--- src/rtl/uart_pkg.sv ---
// Shared definitions for the UART transmitter: FSM state encoding,
// parity mode encodings, frame constants and the parity helper.
package uart_pkg;

  localparam int DATA_BITS = 8;

  localparam int PAR_NONE = 0;
  localparam int PAR_EVEN = 1;
  localparam int PAR_ODD  = 2;

  typedef enum logic [2:0] {
    IDLE  = 3'd0,
    START = 3'd1,
    DATA  = 3'd2,
    PAR   = 3'd3,
    STOP  = 3'd4
  } state_t;

  // Parity bit for a byte: XOR for even, inverted XOR for odd.
  function automatic logic parity_bit(input logic [DATA_BITS-1:0] d, input int mode);
    return (mode == PAR_ODD) ? ~(^d) : (^d);
  endfunction

endpackage

--- src/rtl/uart_tx_if.sv ---
// Byte-in / serial-out bundle of the UART transmitter.
// The master supplies bytes; the slave (the transmitter) drives the line.
interface uart_tx_if;
  import uart_pkg::*;

  logic [DATA_BITS-1:0] tx_data;
  logic                 tx_valid;
  logic                 tx_ready;
  logic                 tx;
  logic                 tx_busy;
  logic                 tx_done;

  modport master (
    output tx_data, tx_valid,
    input  tx_ready, tx, tx_busy, tx_done
  );

  modport slave (
    input  tx_data, tx_valid,
    output tx_ready, tx, tx_busy, tx_done
  );

endinterface

--- src/rtl/uart_baud_tick.sv ---
// Bit timer: counts 0..CLKS_PER_BIT-1 while enabled and flags the terminal
// count. Held at zero while disabled and wraps to zero on the tick.
module uart_baud_tick #(
  parameter int CLKS_PER_BIT = 434
) (
  input  logic clk,
  input  logic rst,
  input  logic en,
  output logic tick
);

  // 16 bits cover the full legal CLKS_PER_BIT range.
  localparam logic [15:0] TERM = 16'(CLKS_PER_BIT - 1);

  logic [15:0] cnt;

  assign tick = en && (cnt == TERM);

  // Counter advances while enabled, restarts on the tick or when disabled.
  always_ff @(posedge clk or negedge rst) begin
    if (!rst) begin
      cnt <= '0;
    end else if (!en || tick) begin
      cnt <= '0;
    end else begin
      cnt <= cnt + 16'd1;
    end
  end

endmodule

--- src/rtl/uart_tx.sv ---
// UART transmitter: start bit, 8 data bits LSB first, optional parity bit,
// one stop bit. The serial line comes straight from a register.
module uart_tx
  import uart_pkg::*;
#(
  parameter int CLKS_PER_BIT = 434,
  parameter int PARITY       = 0
) (
  input  logic        clk,
  input  logic        rst,
  uart_tx_if.slave    bus
);

  localparam logic [2:0] LAST_BIT = 3'(DATA_BITS - 1);

  state_t               state;
  state_t               state_nxt;
  logic [DATA_BITS-1:0] shreg;
  logic [2:0]           bit_idx;
  logic                 par_q;
  logic                 tx_q;
  logic                 tx_nxt;
  logic                 tick;
  logic                 timer_en;
  logic                 accept;

  assign accept   = (state == IDLE) && bus.tx_valid;
  assign timer_en = (state != IDLE);

  uart_baud_tick #(
    .CLKS_PER_BIT (CLKS_PER_BIT)
  ) u_baud_tick (
    .clk  (clk),
    .rst  (rst),
    .en   (timer_en),
    .tick (tick)
  );

  // State register.
  always_ff @(posedge clk or negedge rst) begin
    if (!rst) begin
      state <= IDLE;
    end else begin
      state <= state_nxt;
    end
  end

  // Next state and the value the line takes after this edge.
  always_comb begin
    state_nxt = state;
    tx_nxt    = tx_q;
    case (state)
      IDLE: begin
        tx_nxt = 1'b1;
        if (bus.tx_valid) begin
          state_nxt = START;
          tx_nxt    = 1'b0;
        end
      end
      START: begin
        if (tick) begin
          state_nxt = DATA;
          tx_nxt    = shreg[0];
        end
      end
      DATA: begin
        if (tick) begin
          if (bit_idx == LAST_BIT) begin
            if (PARITY != PAR_NONE) begin
              state_nxt = PAR;
              tx_nxt    = par_q;
            end else begin
              state_nxt = STOP;
              tx_nxt    = 1'b1;
            end
          end else begin
            // shreg[0] is on the line now; shreg[1] goes out next.
            tx_nxt = shreg[1];
          end
        end
      end
      PAR: begin
        if (tick) begin
          state_nxt = STOP;
          tx_nxt    = 1'b1;
        end
      end
      STOP: begin
        tx_nxt = 1'b1;
        if (tick) begin
          state_nxt = IDLE;
        end
      end
      default: begin
        state_nxt = IDLE;
        tx_nxt    = 1'b1;
      end
    endcase
  end

  // Byte capture, shifting, bit counting and the registered line.
  always_ff @(posedge clk or negedge rst) begin
    if (!rst) begin
      shreg   <= '0;
      bit_idx <= '0;
      par_q   <= 1'b0;
      tx_q    <= 1'b1;
    end else begin
      tx_q <= tx_nxt;
      if (accept) begin
        shreg   <= bus.tx_data;
        bit_idx <= '0;
        par_q   <= parity_bit(bus.tx_data, PARITY);
      end else if ((state == DATA) && tick) begin
        shreg   <= shreg >> 1;
        bit_idx <= bit_idx + 3'd1;
      end
    end
  end

  assign bus.tx       = tx_q;
  assign bus.tx_ready = (state == IDLE);
  assign bus.tx_busy  = (state != IDLE);
  assign bus.tx_done  = (state == STOP) && tick;

endmodule

--- src/flat_wrapper.sv ---
// flat-port wrapper written by rule: the top's interface ports become plain ports
module uart_tx_flat import uart_pkg::*;
#(
  parameter int CLKS_PER_BIT = 434,
  parameter int PARITY       = 0
)
  (clk, rst, bus_tx_data, bus_tx_valid, bus_tx_ready, bus_tx, bus_tx_busy, bus_tx_done);
  uart_tx_if bus_i ();
  input  logic clk;
  input  logic rst;
  input wire logic [$bits(bus_i.tx_data)-1:0] bus_tx_data;
  input wire logic [$bits(bus_i.tx_valid)-1:0] bus_tx_valid;
  output wire logic [$bits(bus_i.tx_ready)-1:0] bus_tx_ready;
  output wire logic [$bits(bus_i.tx)-1:0] bus_tx;
  output wire logic [$bits(bus_i.tx_busy)-1:0] bus_tx_busy;
  output wire logic [$bits(bus_i.tx_done)-1:0] bus_tx_done;
  assign bus_i.tx_data = bus_tx_data;
  assign bus_i.tx_valid = bus_tx_valid;
  assign bus_tx_ready = bus_i.tx_ready;
  assign bus_tx = bus_i.tx;
  assign bus_tx_busy = bus_i.tx_busy;
  assign bus_tx_done = bus_i.tx_done;
  uart_tx #(.CLKS_PER_BIT(CLKS_PER_BIT), .PARITY(PARITY)) u_core (.clk(clk), .rst(rst), .bus(bus_i));
endmodule
--- config.mk ---
export PLATFORM = sky130hd
export DESIGN_NAME = uart_tx_flat
export DESIGN_NICKNAME = d
export VERILOG_FILES = /design/src/rtl/uart_pkg.sv /design/src/rtl/uart_tx_if.sv /design/src/rtl/uart_baud_tick.sv /design/src/rtl/uart_tx.sv /design/src/flat_wrapper.sv
export SDC_FILE = /design/constraint.sdc
export NUM_CORES = 1
export LEC_CHECK = 0
export BUFFER_PORTS_ARGS = -buffer_cell sky130_fd_sc_hd__buf_2
export CAP_MARGIN = 25
export CORE_UTILIZATION = 30
export CTS_CLUSTER_DIAMETER = 60
export DETAILED_ROUTE_END_ITERATION = 10
export PLACE_DENSITY = 0.53
export SETUP_SLACK_MARGIN = 0.1
export SLEW_MARGIN = 30
export SYNTH_ARGS = -nofsm -noshare
export SYNTH_HDL_FRONTEND = slang
export SYNTH_SLANG_ARGS = --single-unit
--- constraint.sdc ---
create_clock -name clk -period 5.6 [get_ports clk]
set_clock_uncertainty 0.2 [all_clocks]
set_input_delay 1.4 -clock clk [delete_from_list [all_inputs] [get_ports clk]]
set_output_delay 1.4 -clock clk [all_outputs]
set_load 0.02 [all_outputs]
After elaboration in Yosys (flattened, before gate mapping) --
Cells that the tools add are included.
Word-level totals: bits in registers 31, word-level logic and storage cells 48, output and inout bits 4, bits of input ports 11
Operators by class: muxes and demuxes 18, reductions and logical operators 11, eq/ne operators 12, add/subtract/negate cells 2
Operators by type and width (number):
- 3-bit 2-to-1 mux | 8
- 16-bit by 1-bit adder with 16-bit output (second input constant) | 1
- 16-bit by 9-bit == test with 1-bit output (second input constant) | 1
- 16-bit 2-to-1 mux | 1
- 8-bit 2-to-1 mux | 2
- 3-bit one-hot mux with 5 select lines | 1
- 2-bit by 1-bit != test with 1-bit output (second input constant) | 5
- 3-bit by 2-bit == test with 1-bit output (second input constant) | 2
- 3-bit == test (second input constant) | 2
- 6-bit AND reduction | 1
- 1-bit 2-to-1 mux | 5
- 1-bit logical AND | 4
- 1-bit one-hot mux with 4 select lines | 1
- 3-bit by 1-bit adder with 3-bit output (second input constant) | 1
- 3-bit by 1-bit == test with 1-bit output (second input constant) | 1
- 3-bit logical NOT | 1
- 3-bit AND reduction | 1
- 3-bit nonzero test | 1
- 2-bit != test (second input constant) | 1
- 2-bit nonzero test | 1
- 1-bit logical NOT | 1
- 1-bit logical OR | 1

Logic depth before layout (Yosys ltp) --
Gate-level depths: netlist of the first run.
depth in word-level cells 5, depth in mapped cells 7, depth with buffers taken out 6

Hierarchy --
From an unflattened synthesis of the first run, not the netlist that was laid out.
Unflattened totals: cells, all modules 153, area total of the unflattened synthesis 1606.5 um2
By module, submodules not included:
- uart_baud_tick | area an instance 869.6 um2, seq. area each 400.4 um2, times used 1, cells an instance 83
- uart_tx | area an instance 737.0 um2, seq. area each 376.6 um2, times used 1, cells an instance 70

Least setup slack after synthesis of the first run --
OpenSTA, ideal clock, no wires.
kind reg-to-output, start register u_core.u_baud_tick.cnt[1], end output bus_tx_done, cell stages (with the launch flop) 7, required time 4.000 ns, arrival 1.401 ns, slack 2.599 ns, path buffers 1, cells stage by stage dfrtp_1 -> inv_1 -> ha_1 -> nor4b_4 -> nand4_2 -> buf_6 -> nor2_1
On the way: cells in the longest elaborated chain, start to end 3
Ends and longest elaborated chain:
- start: declaration | RTL line uart_baud_tick.sv:15 | logic [15:0] cnt;
- start signal: assignment | RTL line uart_baud_tick.sv:26 | cnt <= cnt + 16'd1;
- 16-bit by 9-bit == test with 1-bit output | RTL line uart_baud_tick.sv:17 | assign tick = en && (cnt == TERM);
- 1-bit logical AND | RTL line uart_baud_tick.sv:17
- 1-bit logical AND | RTL line uart_tx.sv:124 | assign bus.tx_done = (state == STOP) && tick;
- end: declaration | RTL line flat_wrapper.sv:16 | output wire logic [$bits(bus_i.tx_done)-1:0] bus_tx_done;
No other way between the ends.

Worst setup path in the final report of the first run --
Ends and elaborated chain as after synthesis.

==> out/results.md, run 1 <==
| Item | Value |
| --- | --- |
| R2R setup slack | 3.39 ns |
| Die width | 75.1 um |
| Number of distinct standard cells referenced by the synthesized netlist | 38 |
| Ranking of synthesized cells by area | sky130_fd_sc_hd__dfrtp_1 47%, sky130_fd_sc_hd__nor2_1 6.6%, sky130_fd_sc_hd__xnor2_1 6.6%, sky130_fd_sc_hd__nand3_1 3.4%, sky130_fd_sc_hd__ha_1 3.1% |
| Maximum root-to-sink buffer count | 2 |
| Relative max-transition margin | 54.0% |
| Share of the synthesized area in the top cell type | 46.8% |
| Cell chosen for the clock root | sky130_fd_sc_hd__clkbuf_8 |
| Via count of the first global-routing pass | 1,163 |
| Critical path startpoint | u_core.u_baud_tick.cnt[1] |
| Pin count of the biggest net entering global routing | 32 |
| Share of the cycle needed by the critical path after routing | 61.1% |
| Required time reported for the critical path endpoint | 4.00 ns |
| Capture endpoint of the worst hold path | u_core.bit_idx[0] |
| CTS Buf Count | 5 |
| Static leakage | 0.764 nW |
| HPWL after detailed placement | 2.26 mm |
| Power density over cell area | 312 nW/um^2 |
| Number of instances resized during post-cts repair | 0 |
| Final-report setup violation count | 0 |
| Clock tree from TritonCTS | done |
| Routed WL | 3.27 mm |
| Peak per-stage delay on the critical path | 0.41 ns |
| Final RePlAce weighted congestion | 0.727 |
| Pins over their slew limit | 0 |
| Synthesized area per cell | 9.89 um^2 |
| Number of clock sinks seen by CTS | 31 |
| Critical path cell sequence | inv_1 -> ha_1 -> nor4b_4 -> nand4_2 -> nor2_1 -> buf_2 |
| Core ar. | 5140 um^2 |
| Critical R2R Launch | u_core.u_baud_tick.cnt[1] |
| Number of diodes | 0 |
| Synthesized flop and latch total | 31 |
| Startpoint of the most critical hold path | u_core.bit_idx[0] |
| Placed cell count | 240 |
| Worst hold path cell count | 1 |
| Slew @ Worst Pin | 0.690 ns |
| Layout Area Growth over Synthesis | 12.6% |
| Share of cells above drive strength 1 | 19.7% |
| Per-cell routed wire length | 13.2 um |
| Logic depth of the worst register-to-register path | 6 |
| Residual overflow from global routing | 0 |
| Final hold violation count | 0 |
| Run status | finished clean |
| Setup Buffers After CTS | 0 |
| Global-route wire length before repair | 5.52 mm |
| Cell count after synthesis | 162 |
| Crit. End Element | output port |
| Startpoint type of the worst setup path | register |
| Yosys warns | 0 |
| Destination of the worst register-to-register timing path | u_core.u_baud_tick.cnt[13] |
| Sequential area share after synthesis | 48.5% |
| Library cell with the largest summed area after synthesis | sky130_fd_sc_hd__dfrtp_1 |
| Latest clock arrival within the worst-skew pair | 0.28 ns |
| Netlist Area Pre-Place | 1600 um^2 |
| Top-level I/O count | 15 |
| Post-synth EDFFs | 0 |
| Routed Antenna Nets | 0 |
| Die footprint | 5640 um^2 |
| All-layer global routing usage | 13.3% |
| Count of placed standard cells in the final layout, fillers left out | 248 |
| Worst-path fanout max | 14 |
| Worst endpoint data arrival time | 1.82 ns |
| Synth top cells by count | 30 x sky130_fd_sc_hd__dfrtp_1, 28 x sky130_fd_sc_hd__nor2_1, 12 x sky130_fd_sc_hd__xnor2_1 |
| Overall die height | 75.1 um |
| Proportion of synthesized flip-flops having asynchronous set or reset | 100% |
| Detailed-route vias per instance | 4.88 |
| Clock Pin Slew Worst Setup and Hold Paths | 0.07 ns |
| Initial core utilization | 31.2% |
| VDD IR max | 0.114 mV |
| Post-route minimum period | 3.42 ns |
| Number of input and output port buffers inserted | 14 |
| Number of buffers inserted by hold repair at cts | 0 |
| Max-Cap Viols | 0 |
| Achievable Freq | 292 MHz |
| Antenna violations before repair | 0 |
| Standard-cell row count | 26 |
| Main synth FF type | sky130_fd_sc_hd__dfrtp_1 |
| Top-count cell post-synth | sky130_fd_sc_hd__dfrtp_1 |
| Post-layout net count | 192 |
| Vias after detailed routing | 1,211 |
| Number of nets produced by synthesis | 177 |
| Critical path start-end classification | register to output port |
| Deepest level of the CTS H-tree | 2 |
| Worst min-delay path class | register to register |
| Unrepaired setup endpoints after global routing | false |
| Pre-antenna DRT Iters | 4 |
| Critical Path Slowest Stage Cell | sky130_fd_sc_hd__dfrtp_1 |
| Iteration-0 DRC count of the detailed router | 81 |
| Number of filler instances in the final layout | 570 |
| Count of unresolved DRC violations after routing | 0 |
| Sum of negative setup slack | 0 ns |
-- power breakdown --
group / switching [W] / leakage (nW) / internal (W)
Sequential: 0.0000347 / 0.395 / 0.000260
Combinational: 0.0000478 / 0.328 / 0.0000475
Clock: 0.0000868 / 0.0412 / 0.0000868
Total: 0.000169 / 0.764 / 0.000395
-- per-stage QoR --
step           total power (W)  worst slack (ns)  area, um^2  hold slack [ns]  utilization [%]
3_3_place_gp          0.000395              2.51        1720            0.285             33.5
5_1_grt               0.000599              2.02        1810            0.311             35.1
3_5_place_dp          0.000397              2.47        1720            0.292             33.5
4_1_cts               0.000574              2.15        1810            0.303             35.1
6_report              0.000564              2.18        1810            0.295             35.1
2_1_floorplan         0.000365              2.60        1600            0.257                -
-- final cells by class --
| type | count | area, um^2 | area share [%] |
|---|---|---|---|
| clock buffers | 6 | 72.6 | 4.02 |
| clock inverters | 2 | 12.5 | 0.693 |
| inverters | 7 | 26.3 | 1.46 |
| multi-input cells | 118 | 759 | 42.1 |
| flip-flops and latches | 31 | 777 | 43.0 |
| well taps | 70 | 87.6 | 4.85 |
| repair buffers | 14 | 70.1 | 3.88 |
-- layer usage --
metal	global-route usage [%]	vias up	part of all wire, %
met3	4.02	4	3.9
met2	21.3	19	47
met4	4.40	0	1.2
met1	17.2	586	48
li1	-	602	-
met5	0	-	0
-- state kept, by name, summed over array words and instances (netlist names) --
name	cells
u_core.state	3
u_core.u_baud_tick.cnt	16
u_core.shreg	8
u_core.bit_idx	3
u_core.bus.tx	1
-- cell usage in the layout (no fill, tap or decap), drive strengths merged, types with 4 or more instances in the layout --
cell type,n
nor4,5
nor2,28
clkbuf,6
a31oi,4
ha,4
o21ai,7
dfrtp,30
nand4,4
xnor2,12
or2,4
nand3,11
inv,7
nor3,6
buf,14
nand2,9
-- how the worst max path moves through the flow --
stage,endpoint,cells past startpoint
4_1_cts,bus_tx_done,6
2_1_floorplan,bus_tx_done,6
3_3_place_gp,bus_tx_done,6
6_report,bus_tx_done,6
3_5_place_dp,bus_tx_done,6
5_1_grt,bus_tx_done,6
-- worst max-delay path: cells and delay by family (launching register included) --
kind | cells | cell delay, ns
simple gates | 3 | 0.76
flops | 1 | 0.41
buf+inv | 2 | 0.24
fa+ha+maj | 1 | 0.13
-- logic make-up (layout without fill, tap and decap cells) --
| kind of cell | Yosys count | after routing | synth area share [%] |
|---|---|---|---|
| muxes | 1 | 1 | 0.625 |
| xor gates and xnor gates | 13 | 13 | 7.10 |
| AOI/OAI and AO/OA | 24 | 24 | 10.7 |
| adders and majority gates | 4 | 4 | 3.12 |
| buffers and inverters | 13 | 29 | 4.14 |
| and+or+nand+nor | 76 | 76 | 25.8 |
| DFF | 31 | 31 | 48.5 |
(Power assumes the default switching activity.)
==> inputs of run 2 (changes only) <==
Settings changed: PLACE_DENSITY 0.53 to 0.55.
Clock period 5.6 ns to 2.99 ns, I/O delays scaled along.
==> run 2 against run 1 <==
Effect of this change:
- routed wire length decreased by 7.0%
- worst setup slack worse by 1.8 ns
- via count decreased by 2.0%
- cell count is 0.40% higher
- worst hold slack worse by 0.0032 ns
- sequential cell count did not move
- first-iteration DRC count is 16% lower
- global-route usage decreased by 0.55 points
- core utilization rose by 0.78 points
- count of clock-buffer cells in the layout did not move
- die area unchanged
- critical path type unchanged
- largest power group unchanged
- highest routed layer unchanged
==> out/results.md, run 2 (synthesized netlist as in run 1, its figures left out) <==
| Item | Value |
| --- | --- |
| Run status | finished clean |
| Most frequent cells in the layout | 30 x sky130_fd_sc_hd__dfrtp_1, 28 x sky130_fd_sc_hd__nor2_1, 14 x sky130_fd_sc_hd__buf_2 |
| Detailed-route vias per instance | 4.77 |
| Die footprint | 5640 um^2 |
| Via count of the first global-routing pass | 1,080 |
| Cell chosen for the clock root | sky130_fd_sc_hd__clkbuf_8 |
| Worst endpoint data arrival time | 1.69 ns |
| Max-Cap Viols | 0 |
| Relative max-transition margin | 53.1% |
| Final RePlAce weighted congestion | 0.829 |
| Global-route wire length before repair | 5.18 mm |
| Power density over cell area | 624 nW/um^2 |
| Worst min-delay path class | register to register |
| All-layer global routing usage | 12.8% |
| Layout Area Growth over Synthesis | 15.1% |
| Post-route minimum period | 2.64 ns |
| VDD IR max | 0.219 mV |
| Initial core utilization | 31.2% |
| Final hold violation count | 0 |
| Sum of negative setup slack | 0 ns |
| Pin count of the biggest net entering global routing | 32 |
| Largest registers | u_core.u_baud_tick.cnt: 16 flops, u_core.shreg: 8 flops |
| Number of flip-flops in the largest register | 16 |
| Routed Antenna Nets | 0 |
| Per-cell routed wire length | 12.2 um |
| Startpoint type of the worst setup path | register |
| Worst-path fanout max | 14 |
| Top-level I/O count | 15 |
| Overall die height | 75.1 um |
| Util after Layout | 35.9% |
| Standard-cell row count | 26 |
| Final-report setup violation count | 0 |
| Achievable Freq | 379 MHz |
| Post-layout net count | 193 |
| Antenna violations before repair | 0 |
| Deepest level of the CTS H-tree | 2 |
| Crit path to | bus_tx_done |
| Pins over their slew limit | 0 |
| Iteration-0 DRC count of the detailed router | 68 |
| Commonest non-fill, non-tap cell in the layout | sky130_fd_sc_hd__dfrtp_1 |
| Final instance area | 1850 um^2 |
| Number of instances resized during post-cts repair | 0 |
| Latest clock arrival within the worst-skew pair | 0.29 ns |
| Place WS | 0.655 ns |
| Critical path startpoint | u_core.u_baud_tick.cnt[1] |
| Logic depth of the worst register-to-register path | 4 |
| Placed cell areas | 1730 um^2 |
| Core ar. | 5140 um^2 |
| Number of buffers inserted by hold repair at cts | 0 |
| FF/Latch Area | 777 um^2 |
| Die width | 75.1 um |
| Count of unresolved DRC violations after routing | 0 |
| Share of cells above drive strength 1 | 20.7% |
| Largest register by flop count | u_core.u_baud_tick.cnt |
| Multi-input gate area in the final layout | 759 um^2 |
| Required time reported for the critical path endpoint | 2.04 ns |
| Vias after detailed routing | 1,187 |
| Number of filler instances in the final layout | 540 |
| Routed WL | 3.04 mm |
| Critical R2R Launch | u_core.state[2] |
| Pre-antenna DRT Iters | 4 |
| CTS Buf Count | 5 |
| Clock tree from TritonCTS | done |
| Number of input and output port buffers inserted | 14 |
| Share of the cycle needed by the critical path after routing | 88.3% |
| Residual overflow from global routing | 0 |
| Slew @ Worst Pin | 0.704 ns |
| Unrepaired setup endpoints after global routing | false |
| Maximum root-to-sink buffer count | 2 |
| Number of diodes | 0 |
| Min setup slack post-route | 0.349 ns |
| Startpoint of the most critical hold path | u_core.bit_idx[0] |
| R2R setup slack | 0.80 ns |
| Clock Pin Slew Worst Setup and Hold Paths | 0.07 ns |
| Number of clock sinks seen by CTS | 31 |
| Static leakage | 0.788 nW |
| Destination of the worst register-to-register timing path | u_core.shreg[5] |
| Setup Buffers After CTS | 0 |
| Critical path start-end classification | register to output port |
| HPWL after detailed placement | 2.14 mm |
| Crit. End Element | output port |
-- run 2: how the worst min path moves through the flow --
stage                        end  cells after the start
6_report       u_core.bit_idx[0]                      1
5_1_grt        u_core.bit_idx[0]                      1
4_1_cts        u_core.bit_idx[0]                      1
3_5_place_dp   u_core.bit_idx[0]                      1
3_3_place_gp   u_core.bit_idx[0]                      1
2_1_floorplan  u_core.bit_idx[0]                      0
-- run 2: final cells by class --
class | instances | area share [%]
clock buffer | 6 | 4.47
timing repair buffer | 15 | 4.20
tap | 70 | 4.75
clock inverter | 2 | 1.90
inverter | 7 | 1.42
sequential | 31 | 42.1
multi-input combinational | 118 | 41.2
-- run 2: stage by stage --
step	instances	hold slack (ns)	power [W]
3_3_place_gp	241	0.285	0.000736
6_report	249	0.292	0.00115
3_5_place_dp	241	0.294	0.000740
5_1_grt	249	0.314	0.00122
2_1_floorplan	162	0.252	0.000683
4_1_cts	249	0.303	0.00117
-- run 2: power by group --
part           switching (W)  internal [W]
combinational      0.0000894     0.0000894
clock               0.000155      0.000269
sequential         0.0000605      0.000487
total               0.000305      0.000846
-- run 2: critical path, stage by stage, from the launching register on --
cell                      delay (ns)
sky130_fd_sc_hd__dfrtp_1        0.41
sky130_fd_sc_hd__inv_1          0.07
sky130_fd_sc_hd__ha_1           0.14
sky130_fd_sc_hd__nor4b_4        0.21
sky130_fd_sc_hd__nand4_2        0.10
sky130_fd_sc_hd__buf_4          0.20
sky130_fd_sc_hd__nor2_1         0.12
sky130_fd_sc_hd__buf_2          0.17
-- run 2: per-layer routing --
metal	track usage (%)	wire length, um	share of wire [%]	vias up
met5	0	0	0	-
met4	6.29	66	2.2	0
met3	3.61	62	2.0	5
met2	19.0	1450	48	12
met1	17.0	1460	48	565
li1	-	-	-	605
